**config.mk**
```make
export PLATFORM = sky130hd
export DESIGN_NAME = pc_gen_unit_flat
export DESIGN_NICKNAME = d
export VERILOG_FILES = /design/src/rtl/pc_gen_unit_if.sv /design/src/rtl/pc_gen_unit.sv /design/src/flat_wrapper.sv
export SDC_FILE = /design/constraint.sdc
export NUM_CORES = 1
export LEC_CHECK = 0
export CAP_MARGIN = 20
export CELL_PAD_IN_SITES_DETAIL_PLACEMENT = 2
export CELL_PAD_IN_SITES_GLOBAL_PLACEMENT = 2
export CORE_MARGIN = 1
export CORE_UTILIZATION = 19
export CTS_CLUSTER_SIZE = 14
export DETAILED_ROUTE_END_ITERATION = 16
export PLACE_DENSITY = 0.85
export SLEW_MARGIN = 0
export SYNTH_ARGS = -nofsm -noshare
export SYNTH_HDL_FRONTEND = slang
export SYNTH_SLANG_ARGS = --single-unit
export TNS_END_PERCENT = 100
```
**constraint.sdc**
```tcl
create_clock -name clk -period 4.1 [get_ports clk]
set_clock_uncertainty 0.2 [all_clocks]
set_input_delay 0.41 -clock clk [delete_from_list [all_inputs] [get_ports clk]]
set_output_delay 0.41 -clock clk [all_outputs]
set_load 0.02 [all_outputs]
```
**src/rtl/pc_gen_unit_if.sv**
```systemverilog
// Fetch-side handshake between pc_gen_unit and the IF stage: PC offer with epoch tag, valid/ready.
interface pc_gen_unit_if #(
  parameter int unsigned XLEN    = 64,
  parameter int unsigned EPOCH_W = 2
);
  logic               pc_valid_o;
  logic               pc_ready_i;
  logic [XLEN-1:0]    pc_o;
  logic [EPOCH_W-1:0] epoch_o;

  modport master (
    output pc_valid_o,
    output pc_o,
    output epoch_o,
    input  pc_ready_i
  );

  modport slave (
    input  pc_valid_o,
    input  pc_o,
    input  epoch_o,
    output pc_ready_i
  );
endinterface

```
**src/rtl/pc_gen_unit.sv**
```systemverilog
// Next-PC generator: prioritised redirects, static prediction, sequential fetch, stall and halt.
// Optional misaligned-target trapping is enabled by defining PCG_ALIGN_CHECK_EN.
module pc_gen_unit #(
  parameter int unsigned XLEN        = 64,
  parameter int unsigned NUM_REDIR   = 2,
  parameter int unsigned FETCH_BYTES = 4,
  parameter logic [63:0] START_PC    = 64'h8000_0000,
  parameter int unsigned EPOCH_W     = 2
) (
  input  logic                      clk,
  input  logic                      rst,
  input  logic [NUM_REDIR-1:0]      redir_valid_i,
  input  logic [NUM_REDIR*XLEN-1:0] redir_pc_i,
  input  logic                      pred_valid_i,
  input  logic [XLEN-1:0]           pred_target_i,
  input  logic                      stall_i,
  input  logic                      halt_i,
  input  logic                      resume_i,
  input  logic [XLEN-1:0]           trap_vec_i,
  pc_gen_unit_if.master             fetch,
  output logic [NUM_REDIR-1:0]      redir_grant_o,
  output logic                      misalign_o
);

  localparam logic [XLEN-1:0] START = START_PC[XLEN-1:0];
  localparam logic [XLEN-1:0] STEP  = XLEN'(FETCH_BYTES);

  typedef enum logic [1:0] {
    ST_BOOT = 2'd0,
    ST_RUN  = 2'd1,
    ST_HALT = 2'd2
  } state_t;

  state_t             state_q, state_d;
  logic [XLEN-1:0]    pc_q, pc_d;
  logic [EPOCH_W-1:0] epoch_q, epoch_d;

  logic [NUM_REDIR-1:0] grant;
  logic [XLEN-1:0]      redir_tgt;
  logic                 redir_any;
  logic                 pc_valid;
  logic                 fire;
  logic                 pred_ok;

`ifdef PCG_ALIGN_CHECK_EN
  localparam logic [XLEN-1:0] CHK_MASK = (FETCH_BYTES == 2) ? XLEN'(1) : XLEN'(3);
  logic misalign_q, misalign_d;
  assign misalign_o = misalign_q;
`else
  localparam logic [XLEN-1:0] ALIGN_MASK = ~(XLEN'(FETCH_BYTES - 1));
  logic unused_trap_vec;
  assign unused_trap_vec = ^trap_vec_i;
  assign misalign_o      = 1'b0;
`endif

  always_comb begin
    state_d   = state_q;
    pc_d      = pc_q;
    epoch_d   = epoch_q;
    grant     = '0;
    redir_tgt = '0;
    redir_any = 1'b0;
`ifdef PCG_ALIGN_CHECK_EN
    misalign_d = 1'b0;
    pred_ok    = pred_valid_i && ((pred_target_i & CHK_MASK) == '0);
`else
    pred_ok    = pred_valid_i;
`endif

    // Lowest-index channel wins; BOOT ignores redirects entirely.
    for (int unsigned k = 0; k < NUM_REDIR; k++) begin
      if (redir_valid_i[k] && !redir_any && state_q != ST_BOOT) begin
        grant[k]  = 1'b1;
        redir_tgt = redir_pc_i[k*XLEN +: XLEN];
        redir_any = 1'b1;
      end
    end

    pc_valid = (state_q == ST_RUN) && !stall_i;
    fire     = pc_valid && fetch.pc_ready_i;

    unique case (state_q)
      ST_BOOT: state_d = ST_RUN;
      ST_RUN:  if (!redir_any && halt_i) state_d = ST_HALT;
      ST_HALT: if (redir_any || resume_i) state_d = ST_RUN;
      default: state_d = ST_BOOT;
    endcase

    if (redir_any) begin
      epoch_d = epoch_q + EPOCH_W'(1);
`ifdef PCG_ALIGN_CHECK_EN
      if ((redir_tgt & CHK_MASK) != '0) begin
        pc_d       = trap_vec_i;
        misalign_d = 1'b1;
      end else begin
        pc_d = redir_tgt;
      end
`else
      pc_d = redir_tgt & ALIGN_MASK;
`endif
    end else if (stall_i) begin
      pc_d = pc_q;
    end else if (fire && pred_ok) begin
`ifdef PCG_ALIGN_CHECK_EN
      pc_d = pred_target_i;
`else
      pc_d = pred_target_i & ALIGN_MASK;
`endif
    end else if (fire) begin
      pc_d = pc_q + STEP;
    end
  end

  always_ff @(posedge clk) begin
    if (rst) begin
      state_q <= ST_BOOT;
      pc_q    <= START;
      epoch_q <= '0;
`ifdef PCG_ALIGN_CHECK_EN
      misalign_q <= 1'b0;
`endif
    end else begin
      state_q <= state_d;
      pc_q    <= pc_d;
      epoch_q <= epoch_d;
`ifdef PCG_ALIGN_CHECK_EN
      misalign_q <= misalign_d;
`endif
    end
  end

  assign fetch.pc_valid_o = pc_valid && !rst;
  assign fetch.pc_o       = pc_q;
  assign fetch.epoch_o    = epoch_q;
  assign redir_grant_o    = rst ? '0 : grant;

endmodule

```
**src/flat_wrapper.sv**
```systemverilog
// flat-port wrapper written by rule: the top's interface ports become plain ports
module pc_gen_unit_flat 
#(
  parameter int unsigned XLEN        = 64,
  parameter int unsigned NUM_REDIR   = 2,
  parameter int unsigned FETCH_BYTES = 4,
  parameter logic [63:0] START_PC    = 64'h8000_0000,
  parameter int unsigned EPOCH_W     = 2
)
  (clk, rst, redir_valid_i, redir_pc_i, pred_valid_i, pred_target_i, stall_i, halt_i, resume_i, trap_vec_i, redir_grant_o, misalign_o, fetch_pc_valid_o, fetch_pc_o, fetch_epoch_o, fetch_pc_ready_i);
  pc_gen_unit_if #(.XLEN(XLEN), .EPOCH_W(EPOCH_W)) fetch_i ();
  input  logic clk;
  input  logic rst;
  input  logic [NUM_REDIR-1:0] redir_valid_i;
  input  logic [NUM_REDIR*XLEN-1:0] redir_pc_i;
  input  logic pred_valid_i;
  input  logic [XLEN-1:0] pred_target_i;
  input  logic stall_i;
  input  logic halt_i;
  input  logic resume_i;
  input  logic [XLEN-1:0] trap_vec_i;
  output logic [NUM_REDIR-1:0] redir_grant_o;
  output logic misalign_o;
  output wire logic [$bits(fetch_i.pc_valid_o)-1:0] fetch_pc_valid_o;
  output wire logic [$bits(fetch_i.pc_o)-1:0] fetch_pc_o;
  output wire logic [$bits(fetch_i.epoch_o)-1:0] fetch_epoch_o;
  input wire logic [$bits(fetch_i.pc_ready_i)-1:0] fetch_pc_ready_i;
  assign fetch_pc_valid_o = fetch_i.pc_valid_o;
  assign fetch_pc_o = fetch_i.pc_o;
  assign fetch_epoch_o = fetch_i.epoch_o;
  assign fetch_i.pc_ready_i = fetch_pc_ready_i;
  pc_gen_unit #(.XLEN(XLEN), .NUM_REDIR(NUM_REDIR), .FETCH_BYTES(FETCH_BYTES), .START_PC(START_PC), .EPOCH_W(EPOCH_W)) u_core (.clk(clk), .rst(rst), .redir_valid_i(redir_valid_i), .redir_pc_i(redir_pc_i), .pred_valid_i(pred_valid_i), .pred_target_i(pred_target_i), .stall_i(stall_i), .halt_i(halt_i), .resume_i(resume_i), .trap_vec_i(trap_vec_i), .fetch(fetch_i), .redir_grant_o(redir_grant_o), .misalign_o(misalign_o));
endmodule
```
==> summary.txt <==
OUTCOME
-------------------------------------------------------------------------------------------
Run status ...................................................................    completed

DETAILED ROUTING
-------------------------------------------------------------------------------------------
WL final .....................................................................     31.10 mm
Top Layer Used ...............................................................         met5
Per-cell routed wire length ..................................................     22.75 µm
DRC violations left ..........................................................            0
M1 wire length ...............................................................     13.93 mm
Metal2 WL ....................................................................     15.06 mm
Met3 wire len ................................................................     1.507 mm
DR vias ......................................................................         7273
Number of design-rule violations left by the first detailed-router iteration .          321
Number of search-and-repair iterations in the first detailed-routing pass ....            7
Detailed-route vias per instance .............................................        5.320
Antenna violation net count after detailed routing ...........................            0

DIE
-------------------------------------------------------------------------------------------
Die outline height ...........................................................     170.4 µm
Horizontal die dimension .....................................................     170.4 µm
Core Region ..................................................................    27860 µm²
Number of ports placed on the die boundary ...................................          335
Die area .....................................................................    29020 µm²
Std-Cell Rows ................................................................           61
Effective utilization at floorplan ...........................................       0.1933

SETUP PATH
-------------------------------------------------------------------------------------------
CP endpoint kind .............................................................    flip-flop
Startpoint of the worst register-to-register path ............................ u_core.fetch.pc_o[3]$_SDFFE_PP0P_
Worst reg2reg setup slack ....................................................      0.70 ns
Path type of the worst setup path ............................................      reg2reg
CP Max Fanout ................................................................            9
Data arrival time at the worst-slack endpoint ................................      3.46 ns
Required arrival time at the worst endpoint ..................................      4.16 ns
End of the worst register-to-register path ................................... u_core.fetch.pc_o[60]$_SDFFE_PP0P_
Depth of the most critical reg-to-reg path ...................................            8
Startpoint kind of the worst setup timing path ...............................    flip-flop

CLOCKING
-------------------------------------------------------------------------------------------
CTS H-tree lvls ..............................................................            3
Number of CTS-inserted buffers ...............................................            9
Clock tree from TritonCTS ....................................................         done
Hold_buf cts .................................................................            0
# Post-CTS Setup Buffers .....................................................            0
Buffers from clock root to sink, at most .....................................            2
Post-CTS sizing ..............................................................            0
Clock insertion delay at the later pin of the skew report ....................      0.35 ns
Root cell of the clock tree .................................................. sky130_fd_sc_hd__clkbuf_16
Clock transition at the registers of the reported paths ......................      0.07 ns
CTS sink count ...............................................................           68

GLOBAL ROUTING
-------------------------------------------------------------------------------------------
GRT Total Usage ..............................................................       0.2114
Wire length of the first global-routing pass .................................     46.29 mm
Initial antenna violation count ..............................................            1
Overflow left after global routing ...........................................            0
Largest net degree at the start of global routing ............................           45
Vias in the first global route ...............................................         7600

PWR
-------------------------------------------------------------------------------------------
Reported leakage power .......................................................  0.002870 µW
Largest vdd supply drop ......................................................     124.2 µV
Power density normalized to cell area ........................................ 287.3 nW/µm²

SYNTHESIS
-------------------------------------------------------------------------------------------
Library cells used by synthesis ..............................................           70
Sequential cell area fraction in the yosys report ............................       0.2528
Number of synthesized flops with an enable pin ...............................            0
Post-synthesis instance total ................................................          743
Total nets after synthesis ...................................................         1009
Post-synthesis instance area .................................................     5385 µm²
Async set or reset register ratio after synthesis ............................            0
Mean Syn Cell Area ...........................................................    7.248 µm²
Post-synthesis register bit count ............................................           68
Ys flop type ................................................................. sky130_fd_sc_hd__dfxtp_1
Yosys warnings ...............................................................            0

TIMING
-------------------------------------------------------------------------------------------
Slew at the pin with the worst max-slew slack ................................    0.8913 ns
Time the worst path needs with I/O delays and setup ..........................     3.405 ns
Unrepaired setup endpoints after global routing ..............................        false
Slew Limit Headroom ..........................................................       0.4046
Setup-failing EPs final ......................................................            0
Final-report hold violation count ............................................            0
Final worst setup slack ......................................................    0.6954 ns
Summed negative setup slack over all endpoints ...............................         0 ns
Final clock period utilization by the worst path .............................       0.8304
Max frequency ................................................................    293.7 MHz
Max Slew Vio Count ...........................................................            0

LAYOUT
-------------------------------------------------------------------------------------------
Core occupancy in the finished layout ........................................       0.3158
Most frequent standard cell in the layout excluding fill and tap cells ....... sky130_fd_sc_hd__clkdlybuf4s50_1
Finished Layout Cells ........................................................         1367
Number of antenna repair diodes ..............................................            0
Leading cell types in the layout, fill and taps excluded ..................... sky130_fd_sc_hd__clkdlybuf4s50_1 (262), sky130_fd_sc_hd__nand2_1 (74), sky130_fd_sc_hd__dfxtp_1 (68)
P&R area growth vs syn .......................................................       63.36%
Share of cells above drive strength 1 ........................................      0.06775
Final-stage net count ........................................................         1250

PLACE
-------------------------------------------------------------------------------------------
Global placer's final weighted congestion ....................................       0.8039
Count of port buffers added during placement .................................          263
Post-placement cell count ....................................................         1351
Worst slack at placement .....................................................    0.4253 ns
Detailed Place HPWL ..........................................................     23.85 mm

MIN PATH
-------------------------------------------------------------------------------------------
Type of the worst min-delay path .............................................      reg2reg
Worst min-delay path startpoint .............................................. u_core.fetch.pc_o[1]$_SDFFE_PP0P_
Hold Crit Depth ..............................................................            1
Hold Crit Endpoint ........................................................... u_core.fetch.pc_o[1]$_SDFFE_PP0P_

JOB
-------------------------------------------------------------------------------------------
Number of max-capacitance violations reported ................................            0

cell usage after synthesis (16+ instances only):
cell | n | area share
sky130_fd_sc_hd__and3_1 | 18 | 0.021
sky130_fd_sc_hd__nor3_1 | 22 | 0.020
sky130_fd_sc_hd__a21oi_1 | 36 | 0.033
sky130_fd_sc_hd__clkbuf_1 | 56 | 0.039
sky130_fd_sc_hd__a22oi_1 | 19 | 0.026
sky130_fd_sc_hd__dfxtp_1 | 68 | 0.25
sky130_fd_sc_hd__o21ai_0 | 52 | 0.048
sky130_fd_sc_hd__nor2_1 | 68 | 0.047
sky130_fd_sc_hd__nand2_1 | 74 | 0.052
sky130_fd_sc_hd__a221oi_1 | 16 | 0.026
sky130_fd_sc_hd__a211oi_1 | 30 | 0.042
sky130_fd_sc_hd__nand3_1 | 40 | 0.037
sky130_fd_sc_hd__nand4_1 | 24 | 0.028
per-layer routing:
metal  track usage  up-vias
li1              -     3379
met1        0.2702     3653
met2        0.3632      203
met3       0.03837       36
met4       0.05405        2
met5             0        -
flip-flops by register name, indices dropped and copies added (netlist names):
register and count:
u_core.fetch.pc_o 64, u_core.fetch.epoch_o 2, u_core.state_q 2
cells by family (layout without fill, tap and decap cells):
group           count (synthesis)  after routing  synth area share
mux                            11             11           0.02045
other cells                     1              1         0.0006964
compound gates                262            262            0.3402
fa+ha+maj                       1              1          0.002323
simple gates                  309            309            0.2974
flops                          68             68            0.2528
buf+inv                        71            317           0.05367
xor+xnor                       20             20           0.03253
worst max-delay path by stage:
| stage | cells past startpoint | startpoint | endpoint | slack, ns |
|---|---|---|---|---|
| 2_1_floorplan | 8 | u_core.fetch.pc_o[3]$_SDFFE_PP0P_ | u_core.fetch.pc_o[62]$_SDFFE_PP0P_ | 1.09 |
| 3_3_place_gp | 8 | redir_valid_i[1] | u_core.fetch.pc_o[31]$_SDFFE_PP1P_ | 0.52 |
| 3_5_place_dp | 8 | redir_valid_i[1] | u_core.fetch.pc_o[31]$_SDFFE_PP1P_ | 0.43 |
| 4_1_cts | 8 | u_core.fetch.pc_o[3]$_SDFFE_PP0P_ | u_core.fetch.pc_o[60]$_SDFFE_PP0P_ | 0.71 |
| 5_1_grt | 8 | u_core.fetch.pc_o[3]$_SDFFE_PP0P_ | u_core.fetch.pc_o[58]$_SDFFE_PP0P_ | 0.49 |
| 6_report | 8 | u_core.fetch.pc_o[3]$_SDFFE_PP0P_ | u_core.fetch.pc_o[60]$_SDFFE_PP0P_ | 0.70 |
metrics by stage:
step	area (µm²)	total power [µW]	hold WS, ns
global placement	8508	1721	0.2757
global route	8797	2656	0.3002
CTS	8797	2553	0.2893
floorplan	5385	1232	0.3227
finish	8797	2528	0.2843
detailed placement	8508	1753	0.2655
report_power, final:
part,switching (µW),internal [µW]
Combinational,458,446
Clock,348,443
Sequential,108,724
layout make-up:
cell class	count	area [µm²]
fillers	3185	19060
clock buffers	11	252.7
well taps	378	473.0
clock inverters	5	36.28
flip-flops and latches	68	1361
repair buffers	296	2900
inverters	5	18.77
multi-input cells	604	3755
worst max-delay path, cell delays in order, from the launching register on:
cell,delay [ns]
sky130_fd_sc_hd__dfxtp_1,0.31
sky130_fd_sc_hd__buf_4,0.16
sky130_fd_sc_hd__ha_1,0.24
sky130_fd_sc_hd__nand3_1,0.14
sky130_fd_sc_hd__or4_1,0.63
sky130_fd_sc_hd__or4_1,0.78
sky130_fd_sc_hd__nor4_2,0.43
sky130_fd_sc_hd__a21oi_1,0.15
sky130_fd_sc_hd__a211oi_1,0.26
(Power assumes the default switching activity.)
